`config.mk`:
```
export PLATFORM = sky130hd
export DESIGN_NAME = acc_buffer_flat
export DESIGN_NICKNAME = d
export VERILOG_FILES = /design/src/rtl/acc_buffer_if.sv /design/src/rtl/acc_buffer.sv /design/src/flat_wrapper.sv
export SDC_FILE = /design/constraint.sdc
export NUM_CORES = 1
export LEC_CHECK = 0
export BUFFER_PORTS_ARGS = -buffer_cell sky130_fd_sc_hd__buf_2
export CAP_MARGIN = 25
export CELL_PAD_IN_SITES_DETAIL_PLACEMENT = 2
export CELL_PAD_IN_SITES_GLOBAL_PLACEMENT = 2
export CORE_MARGIN = 2
export CORE_UTILIZATION = 38
export CTS_CLUSTER_SIZE = 40
export DETAILED_ROUTE_END_ITERATION = 10
export PLACE_DENSITY_LB_ADDON = 0.1
export SKIP_CTS_REPAIR_TIMING = 1
export SLEW_MARGIN = 25
export SYNTH_ARGS = -nofsm -noshare
export SYNTH_HDL_FRONTEND = slang
export SYNTH_SLANG_ARGS = --single-unit
export TNS_END_PERCENT = 1
```
`constraint.sdc`:
```
create_clock -name clk -period 3.89 [get_ports clk]
set_input_delay 1.167 -clock clk [delete_from_list [all_inputs] [get_ports clk]]
set_output_delay 1.167 -clock clk [all_outputs]
set_load 0.05 [all_outputs]
```
`src/rtl/acc_buffer_if.sv`:
```
// Bundle between a systolic column, the accumulate buffer and the unified-buffer read side.
interface acc_buffer_if #(
  parameter int DATA_W = 32,
  parameter int DEPTH  = 4
);
  localparam int AW = $clog2(DEPTH);

  logic                    in_valid;
  logic [DATA_W-1:0]       in_data;
  logic                    accumulate;
  logic                    restart;
  logic                    clear;
  logic                    rd_en;
  logic [AW-1:0]           rd_addr;
  logic [DATA_W-1:0]       rd_data;
  logic                    rd_valid;
  logic [DEPTH*DATA_W-1:0] snap_data;
  logic                    snap_valid;
  logic                    full;
  logic [AW:0]             count;
  logic                    overflow;

  modport master (
    output in_valid, in_data, accumulate, restart, clear, rd_en, rd_addr,
    input  rd_data, rd_valid, snap_data, snap_valid, full, count, overflow
  );

  modport slave (
    input  in_valid, in_data, accumulate, restart, clear, rd_en, rd_addr,
    output rd_data, rd_valid, snap_data, snap_valid, full, count, overflow
  );
endinterface

```
`src/rtl/acc_buffer.sv`:
```
// Capture/accumulate buffer for systolic column results: in-order slot writes,
// overwrite-or-add per write, fill snapshot and a registered random-read port.
module acc_slot #(
  parameter int DATA_W = 32
) (
  input  logic              clk,
  input  logic              reset_n,
  input  logic              clr,
  input  logic              we,
  input  logic              acc,
  input  logic [DATA_W-1:0] din,
  output logic [DATA_W-1:0] q,
  output logic [DATA_W-1:0] nxt
);
  // nxt is exported so the fill snapshot can include the value being written
  always_comb begin
    nxt = q;
    if (clr)     nxt = '0;
    else if (we) nxt = acc ? q + din : din;
  end

  always_ff @(posedge clk or negedge reset_n) begin
    if (!reset_n) q <= '0;
    else          q <= nxt;
  end
endmodule

module acc_buffer #(
  parameter int DATA_W = 32,
  parameter int DEPTH  = 4
) (
  input logic         clk,
  input logic         reset_n,
  acc_buffer_if.slave bus
);
  localparam int AW = $clog2(DEPTH);
  localparam int CW = AW + 1;
  localparam logic [CW-1:0] LAST = CW'(DEPTH - 1);

  typedef struct packed {
    logic              vld;
    logic              acc;
    logic [DATA_W-1:0] data;
  } wr_req_t;

  wr_req_t                      wr;
  logic [DEPTH-1:0][DATA_W-1:0] slot_q;
  logic [DEPTH-1:0][DATA_W-1:0] slot_nxt;
  logic [CW-1:0]                count_q;
  logic                         full_q;
  logic                         ovf_q;
  logic                         fill;
  logic [DEPTH*DATA_W-1:0]      snap_q;
  logic                         snapv_q;
  logic [DATA_W-1:0]            rd_mux;
  logic [DATA_W-1:0]            rd_q;
  logic                         rdv_q;

  // clear and restart both win over a coincident write
  assign wr.vld  = bus.in_valid & ~full_q & ~bus.clear & ~bus.restart;
  assign wr.acc  = bus.accumulate;
  assign wr.data = bus.in_data;
  assign fill    = wr.vld & (count_q == LAST);

  for (genvar gi = 0; gi < DEPTH; gi++) begin : g_slot
    acc_slot #(.DATA_W(DATA_W)) u_slot (
      .clk     (clk),
      .reset_n (reset_n),
      .clr     (bus.clear),
      .we      (wr.vld && (count_q == CW'(gi))),
      .acc     (wr.acc),
      .din     (wr.data),
      .q       (slot_q[gi]),
      .nxt     (slot_nxt[gi])
    );
  end

  always_ff @(posedge clk or negedge reset_n) begin
    if (!reset_n) begin
      count_q <= '0;
      full_q  <= 1'b0;
      ovf_q   <= 1'b0;
    end else if (bus.clear || bus.restart) begin
      count_q <= '0;
      full_q  <= 1'b0;
      ovf_q   <= 1'b0;
    end else if (wr.vld) begin
      count_q <= count_q + CW'(1);
      if (fill) full_q <= 1'b1;
    end else if (bus.in_valid && full_q) begin
      ovf_q <= 1'b1;
    end
  end

  always_ff @(posedge clk or negedge reset_n) begin
    if (!reset_n) begin
      snap_q  <= '0;
      snapv_q <= 1'b0;
    end else begin
      snapv_q <= fill;
      if (bus.clear) snap_q <= '0;
      else if (fill) snap_q <= slot_nxt;
    end
  end

  // out-of-range addresses match no slot and read as zero
  always_comb begin
    rd_mux = '0;
    for (int i = 0; i < DEPTH; i++)
      if (bus.rd_addr == AW'(i)) rd_mux = slot_q[i];
  end

  always_ff @(posedge clk or negedge reset_n) begin
    if (!reset_n) begin
      rd_q  <= '0;
      rdv_q <= 1'b0;
    end else begin
      rdv_q <= bus.rd_en;
      if (bus.rd_en) rd_q <= rd_mux;
    end
  end

  assign bus.rd_data    = rd_q;
  assign bus.rd_valid   = rdv_q;
  assign bus.snap_data  = snap_q;
  assign bus.snap_valid = snapv_q;
  assign bus.full       = full_q;
  assign bus.count      = count_q;
  assign bus.overflow   = ovf_q;
endmodule

```
`src/flat_wrapper.sv`:
```
// flat-port wrapper written by rule: the top's interface ports become plain ports
module acc_buffer_flat 
#(
  parameter int DATA_W = 32,
  parameter int DEPTH  = 4
)
  (clk, reset_n, bus_in_valid, bus_in_data, bus_accumulate, bus_restart, bus_clear, bus_rd_en, bus_rd_addr, bus_rd_data, bus_rd_valid, bus_snap_data, bus_snap_valid, bus_full, bus_count, bus_overflow);
  acc_buffer_if #(.DATA_W(DATA_W), .DEPTH(DEPTH)) bus_i ();
  input logic clk;
  input logic reset_n;
  input wire logic [$bits(bus_i.in_valid)-1:0] bus_in_valid;
  input wire logic [$bits(bus_i.in_data)-1:0] bus_in_data;
  input wire logic [$bits(bus_i.accumulate)-1:0] bus_accumulate;
  input wire logic [$bits(bus_i.restart)-1:0] bus_restart;
  input wire logic [$bits(bus_i.clear)-1:0] bus_clear;
  input wire logic [$bits(bus_i.rd_en)-1:0] bus_rd_en;
  input wire logic [$bits(bus_i.rd_addr)-1:0] bus_rd_addr;
  output wire logic [$bits(bus_i.rd_data)-1:0] bus_rd_data;
  output wire logic [$bits(bus_i.rd_valid)-1:0] bus_rd_valid;
  output wire logic [$bits(bus_i.snap_data)-1:0] bus_snap_data;
  output wire logic [$bits(bus_i.snap_valid)-1:0] bus_snap_valid;
  output wire logic [$bits(bus_i.full)-1:0] bus_full;
  output wire logic [$bits(bus_i.count)-1:0] bus_count;
  output wire logic [$bits(bus_i.overflow)-1:0] bus_overflow;
  assign bus_i.in_valid = bus_in_valid;
  assign bus_i.in_data = bus_in_data;
  assign bus_i.accumulate = bus_accumulate;
  assign bus_i.restart = bus_restart;
  assign bus_i.clear = bus_clear;
  assign bus_i.rd_en = bus_rd_en;
  assign bus_i.rd_addr = bus_rd_addr;
  assign bus_rd_data = bus_i.rd_data;
  assign bus_rd_valid = bus_i.rd_valid;
  assign bus_snap_data = bus_i.snap_data;
  assign bus_snap_valid = bus_i.snap_valid;
  assign bus_full = bus_i.full;
  assign bus_count = bus_i.count;
  assign bus_overflow = bus_i.overflow;
  acc_buffer #(.DATA_W(DATA_W), .DEPTH(DEPTH)) u_core (.clk(clk), .reset_n(reset_n), .bus(bus_i));
endmodule
```
Word-level counts from Yosys, hierarchy flattened
Cells that the tools add are included.
{"block": "totals", "reg_bits": 295, "input_bits": 41, "out_inout_bits": 167, "word_cells": 70}
{"block": "classes", "addsub": 5, "n_eq_ne": 7, "mux": 26, "bitwise_logic": 7, "n_reduce_logical": 14}
{"op": "2-to-1 mux 32 bit", "count": 16}
{"op": "2-to-1 mux 128 bit", "count": 2}
{"op": "adder 32 bit", "count": 4}
{"op": "nonzero test 2 bit", "count": 4}
{"op": "== test 3 x 2 -> 1 bit, second input constant", "count": 2}
{"op": "2-to-1 mux 1 bit", "count": 6}
{"op": "2-to-1 mux 3 bit", "count": 2}
{"op": "logical AND 1 bit", "count": 5}
{"op": "AND 1 bit", "count": 4}
{"op": "== test 2 bit, second input constant", "count": 2}
{"op": "AND reduction 2 bit", "count": 2}
{"op": "adder 3 x 1 -> 3 bit, second input constant", "count": 1}
{"op": "== test 3 x 1 -> 1 bit, second input constant", "count": 1}
{"op": "zero test 3 bit", "count": 1}
{"op": "NOT 1 bit", "count": 3}
{"op": "== test 2 x 1 -> 1 bit, second input constant", "count": 1}
{"op": "zero test 2 bit", "count": 1}
{"op": "!= test 2 bit, second input constant", "count": 1}
{"op": "logical OR 1 bit", "count": 1}

Longest topological paths before layout
{"block": "logic_depth", "ltp_word": 9, "ltp_mapped": 13, "mapped_depth_nobuf": 13}

Hierarchy
From an unflattened synthesis, not the netlist that was laid out.
{"block": "unflattened", "hier_cells": 2257, "area_unflattened_um2": 21589.5}
{"module": "acc_slot", "n_inst": 4, "cells_per_inst": 408, "area_per_inst_um2": 3301.9, "seq_area_each_um2": 800.8}
{"module": "acc_buffer", "n_inst": 1, "cells_per_inst": 625, "area_per_inst_um2": 8381.8, "seq_area_each_um2": 4179.0}

Worst setup path before layout
Ideal clock, no wire load.
{"block": "synth_path", "kind": "input port to flip-flop", "from": "input bus_in_data[0]", "to": "register u_core.snap_q[122] (netlist: u_core.bus.snap_data[122])", "setup_time_ns": 0.124, "arrival_ns": 3.543, "t_required_ns": 3.766, "path_slack_ns": 0.223, "stages": 13, "path_buffers": 0, "path_cell_list": "ha_1 > inv_1 > fa_1 > nor2b_1 > o2111ai_1 > nand3_1 > a211oi_1 > o31ai_1 > a21oi_1 > o21ai_0 > xnor2_1 > nor2_1 > a211o_1"}
{"block": "synth_via", "elab_chain_cells": 6}
{"item": "start: declaration", "line_no": "flat_wrapper.sv:12", "text": "input wire logic [$bits(bus_i.in_data)-1:0] bus_in_data;"}
{"item": "adder 32 bit", "line_no": "acc_buffer.sv:19", "text": "else if (we) nxt = acc ? q + din : din;"}
{"item": "2-to-1 mux 32 bit (2 in a row)", "line_no": "acc_buffer.sv:19"}
{"item": "2-to-1 mux 32 bit", "line_no": "acc_buffer.sv:18", "text": "if (clr) nxt = '0;"}
{"item": "2-to-1 mux 128 bit", "line_no": "acc_buffer.sv:102", "text": "else if (fill) snap_q <= slot_nxt;"}
{"item": "2-to-1 mux 128 bit", "line_no": "acc_buffer.sv:101", "text": "if (bus.clear) snap_q <= '0;"}
{"item": "end signal: assignment", "line_no": "acc_buffer.sv:102"}
{"item": "end: declaration", "line_no": "acc_buffer.sv:53", "text": "logic [DEPTH*DATA_W-1:0] snap_q;"}
Every way passes these cells. The select of a mux whose other input is x is not followed.
A chain may end at the register's enable or synchronous reset.

Worst setup path in the final report
{"block": "layout_path", "from": "input bus_in_data[0]", "to": "register u_core.snap_q[18] (netlist: u_core.bus.snap_data[18])"}
The elaborated chain is that of the path after synthesis.

==> flow_metrics.py <==
metrics = {
    "sta": {
        "min_period_over_period_pct": 98.2,
        "worst_pin_slew_ns": 0.978,
        "period_needed_ns": 3.82,
        "setup_viol": 0,
        "worst_clock_skew_ns": 0.0210,
        "slew_viol_final": 0,
        "fmax_mhz": 262,
        "hold_viol": 0,
        "slew_headroom_pct": 34.6,
    },
    "logic_synthesis": {
        "synth_simple_gate_area_share_pct": 14.6,
        "yosys_warnings": 0,
        "synth_xor_xnor_area_share_pct": 4.68,
        "ys_types": 87,
        "synth-adder-area-share_pct": 8.55,
        "ys.flop_type": "dfrtp_1",
        "synthMuxAreaShare_pct": 5.92,
        "syn_area_per_cell_um2": 9.09,
        "synthesis.instances": 2181,
        "ys_ff_latch": 295,
        "synth_top_family_by_area": "compound AO/OA/AOI/OAI gates",
        "synth_area_mm2": 0.0198,
        "synth-compound-area-share_pct": 25.3,
        "synthesis.nets": 2355,
        "seq_area_frac_synth_pct": 37.2,
        "synth-edff-count": 0,
        "ys_async_sr_fraction_pct": 100,
    },
    "global_route": {
        "grt_usage_pct": 33.7,
        "grt_max_degree": 144,
        "antenna_found_initial": 0,
        "grt_pass1_wl_um": 137000,
        "grt_pass1_vias": 21500,
        "grt_overflow_total": 0,
    },
    "cells_and_area": {
        "num-fill-cells": 5595,
        "post-route-util_pct": 48.1,
        "n_antenna_cell": 0,
        "finalNetCount": 2738,
        "drive_gt1_share_pct": 24.7,
        "final_area_mm2": 0.0247,
        "area.growth.synth_to_final_pct": 24.7,
    },
    "place": {
        "placed_cell_area_mm2": 0.0233,
        "place.gp.congestion": 0.914,
        "dp_hpwl_um": 67800,
        "port_buffers": 207,
    },
    "critical_path": {
        "path_class": "in -> reg",
        "required_ns": 4.31,
        "crit_fanout": 5,
        "cpMostUsedCell": "o21a_1",
        "rr_worst_depth": 13,
        "crit_arrival_ns": 4.24,
        "crit_slowest_cell": "fa_1",
        "start_kind": "input port",
        "crit_path_max_incr_delay_ns": 0.41,
        "crit_path_end_kind": "register",
        "path_cells": "buf_2, ha_1, inv_1, fa_1, nor2b_1, o21a_1, o211a_1, buf_4, o21a_1, o221ai_1, o21ai_0, xor2_1, a211o_1, o211ai_1, a21oi_1",
    },
    "detailed_routing": {
        "route.antenna.remaining_nets": 0,
        "via_count": 19800,
        "firstDrtPassIters": 5,
        "vias_per_cell": 6.05,
        "drt-total-wl_um": 91200,
        "drtIter0Drc": 1323,
        "drc": 0,
        "wire_per_inst_um": 27.9,
    },
    "worst_hold_path": {
        "holdPathStages": 1,
        "hp-class": "reg -> reg",
    },
    "clocking": {
        "clock_sinks": 295,
        "cts_tree": "done",
        "clock_path_buffers": 3,
        "numCtsBuffers": 38,
        "insertion_delay_ns": 0.57,
        "htree_levels": 2,
        "clk_pin_slew_worst_paths_ns": 0.06,
        "cts-root-buf": "clkbuf_16",
    },
    "run_status": {
        "status": "finished clean",
    },
    "floorplanning": {
        "rows": 83,
        "ios": 208,
        "die_h_um": 232,
        "die_area_mm2": 0.0540,
        "die_x_um": 232,
        "start_util_pct": 38.6,
        "core_mm2": 0.0514,
    },
    "power": {
        "switchingPower_mw": 2.31,
        "cellPowerDensity_mw_per_mm2": 330,
        "pwr-share-comb_pct": 14.8,
        "seqPwrFrac_pct": 38.4,
        "swShare_pct": 28.3,
        "clkPwrFrac_pct": 46.8,
        "peakVddDrop_mv": 0.319,
        "power.internal_mw": 5.84,
        "power.leakage_nw": 12.8,
    },
    "flow_run": {
        "drv_cap": 0,
    },
}
layer usage:
layer  track usage, %  share of wire (%)
met4             7.83                2.2
met2             53.4                 45
met1             48.4                 47
met5                0                  0
met3             4.71                5.8
metrics by stage:
| step | cells | TNS (ns) | hold slack (ns) | total power [mW] | setup slack, ns |
|---|---|---|---|---|---|
| final | 3270 | 0 | 0.475 | 8.15 | 0.0701 |
| after global routing | 3270 | -0.00437 | 0.495 | 8.41 | -0.00437 |
| after CTS | 3270 | -0.00264 | 0.478 | 8.20 | -0.00264 |
| after detailed placement | 3204 | -30.42 | 0.460 | 4.36 | -0.595 |
| after global placement | 3204 | -20.56 | 0.458 | 4.31 | -0.464 |
| after floorplan | 2181 | 0 | 0.460 | 3.79 | 0.223 |
cell usage after synthesis (all sizes together) (4+ instances only):
master / count / area share (%)
dfrtp: 295 / 37
nor2: 250 / 4.7
a21oi: 248 / 6.3
nand2: 171 / 3.3
o21ai: 133 / 3.4
a21o: 130 / 4.9
ha: 129 / 8.1
clkbuf: 111 / 2.4
xnor2: 62 / 2.7
a211oi: 51 / 2.0
xor2: 44 / 1.9
nor2b: 40 / 1.3
inv: 39 / 0.74
nand3: 37 / 0.93
mux2: 34 / 1.9
mux4: 32 / 3.6
nor3: 30 / 0.76
and2: 29 / 0.92
a31oi: 28 / 0.99
a211o: 20 / 0.88
nand4: 20 / 0.63
o21a: 20 / 0.76
and3: 19 / 0.60
o211ai: 19 / 0.79
buf: 18 / 0.51
nand2b: 13 / 0.41
a22o: 12 / 0.53
o31ai: 12 / 0.52
a221o: 11 / 0.56
o21bai: 11 / 0.42
a311oi: 7 / 0.31
and4: 7 / 0.31
mux2i: 7 / 0.35
o22ai: 7 / 0.22
a221oi: 6 / 0.27
a31o: 6 / 0.27
or3: 6 / 0.19
a2111oi: 5 / 0.32
a21boi: 5 / 0.19
fa: 4 / 0.40
worst max-delay path: cells and delay by family:
kind	cells	cell delay (ns)
fa+ha+maj	2	0.65
simple gates	1	0.13
buf+inv	3	0.41
xor+xnor	1	0.11
compound gates	8	1.78
power groups by stage:
stage / registers (mW) / clock network (mW) / logic, mW
after global routing: 3.13 / 3.99 / 1.29
after floorplan: 3.20 / 0 / 0.588
after CTS: 3.13 / 3.89 / 1.19
after detailed placement: 3.18 / 0 / 1.17
after global placement: 3.18 / 0 / 1.13
final: 3.13 / 3.82 / 1.20
cells in the final DEF, fill, tap and decap left out, types with 38 or more instances in the layout:
master	Yosys	routed
dfrtp_1	295	295
buf_4	1	254
nor2_1	250	249
a21oi_1	248	246
buf_2	0	204
nand2_1	170	169
a21o_1	129	129
ha_1	129	129
o21ai_0	118	116
xnor2_1	62	62
a211oi_1	50	48
xor2_1	44	44
clkbuf_16	0	39
inv_1	39	38
nor2b_1	40	38
kinds of logic after synthesis:
kind of cell / Yosys count
adders and majority gates: 133
xor gates and xnor gates: 106
and+or+nand+nor: 639
AOI/OAI and AO/OA: 766
muxes: 73
buffers and inverters: 169
DFF: 295
state kept, by name (all words and copies together), names as in the netlist:
name	flops
u_core.bus.count	3
u_core.bus.snap_valid	1
u_core.bus.snap_data	128
u_core.bus.rd_valid	1
u_core.bus.full	1
u_core.bus.overflow	1
u_core.bus.rd_data	32
u_core.g_slot.u_slot.q	128
path summary, 6_finish.rpt:
check | from | end | slack, ns
max in group asynchronous | reset_n | u_core.bus.snap_data[126] | 2.41
setup reg to reg | u_core.g_slot[1].u_slot.q[6] | u_core.g_slot[1].u_slot.q[29] | 0.38
min in group asynchronous | reset_n | u_core.g_slot[1].u_slot.q[7] | 0.61
hold / removal | u_core.bus.snap_data[100] | u_core.bus.snap_data[100] | 0.47
setup / recovery | bus_in_data[0] | u_core.bus.snap_data[18] | 0.07
hold reg to reg | u_core.bus.snap_data[100] | u_core.bus.snap_data[100] | 0.47
cell type report:
| type | instances | area (µm²) | share of cell area [%] |
|---|---|---|---|
| clock inverter | 15 | 244 | 0.987 |
| timing repair buffer | 473 | 3220 | 13.0 |
| clock buffer | 51 | 1060 | 4.29 |
| sequential | 295 | 7380 | 29.9 |
| inverter | 39 | 146 | 0.592 |
| multi-input combinational | 1717 | 11800 | 47.8 |
| tap | 680 | 851 | 3.44 |
Note: power is estimated with default switching activity, not from simulation.
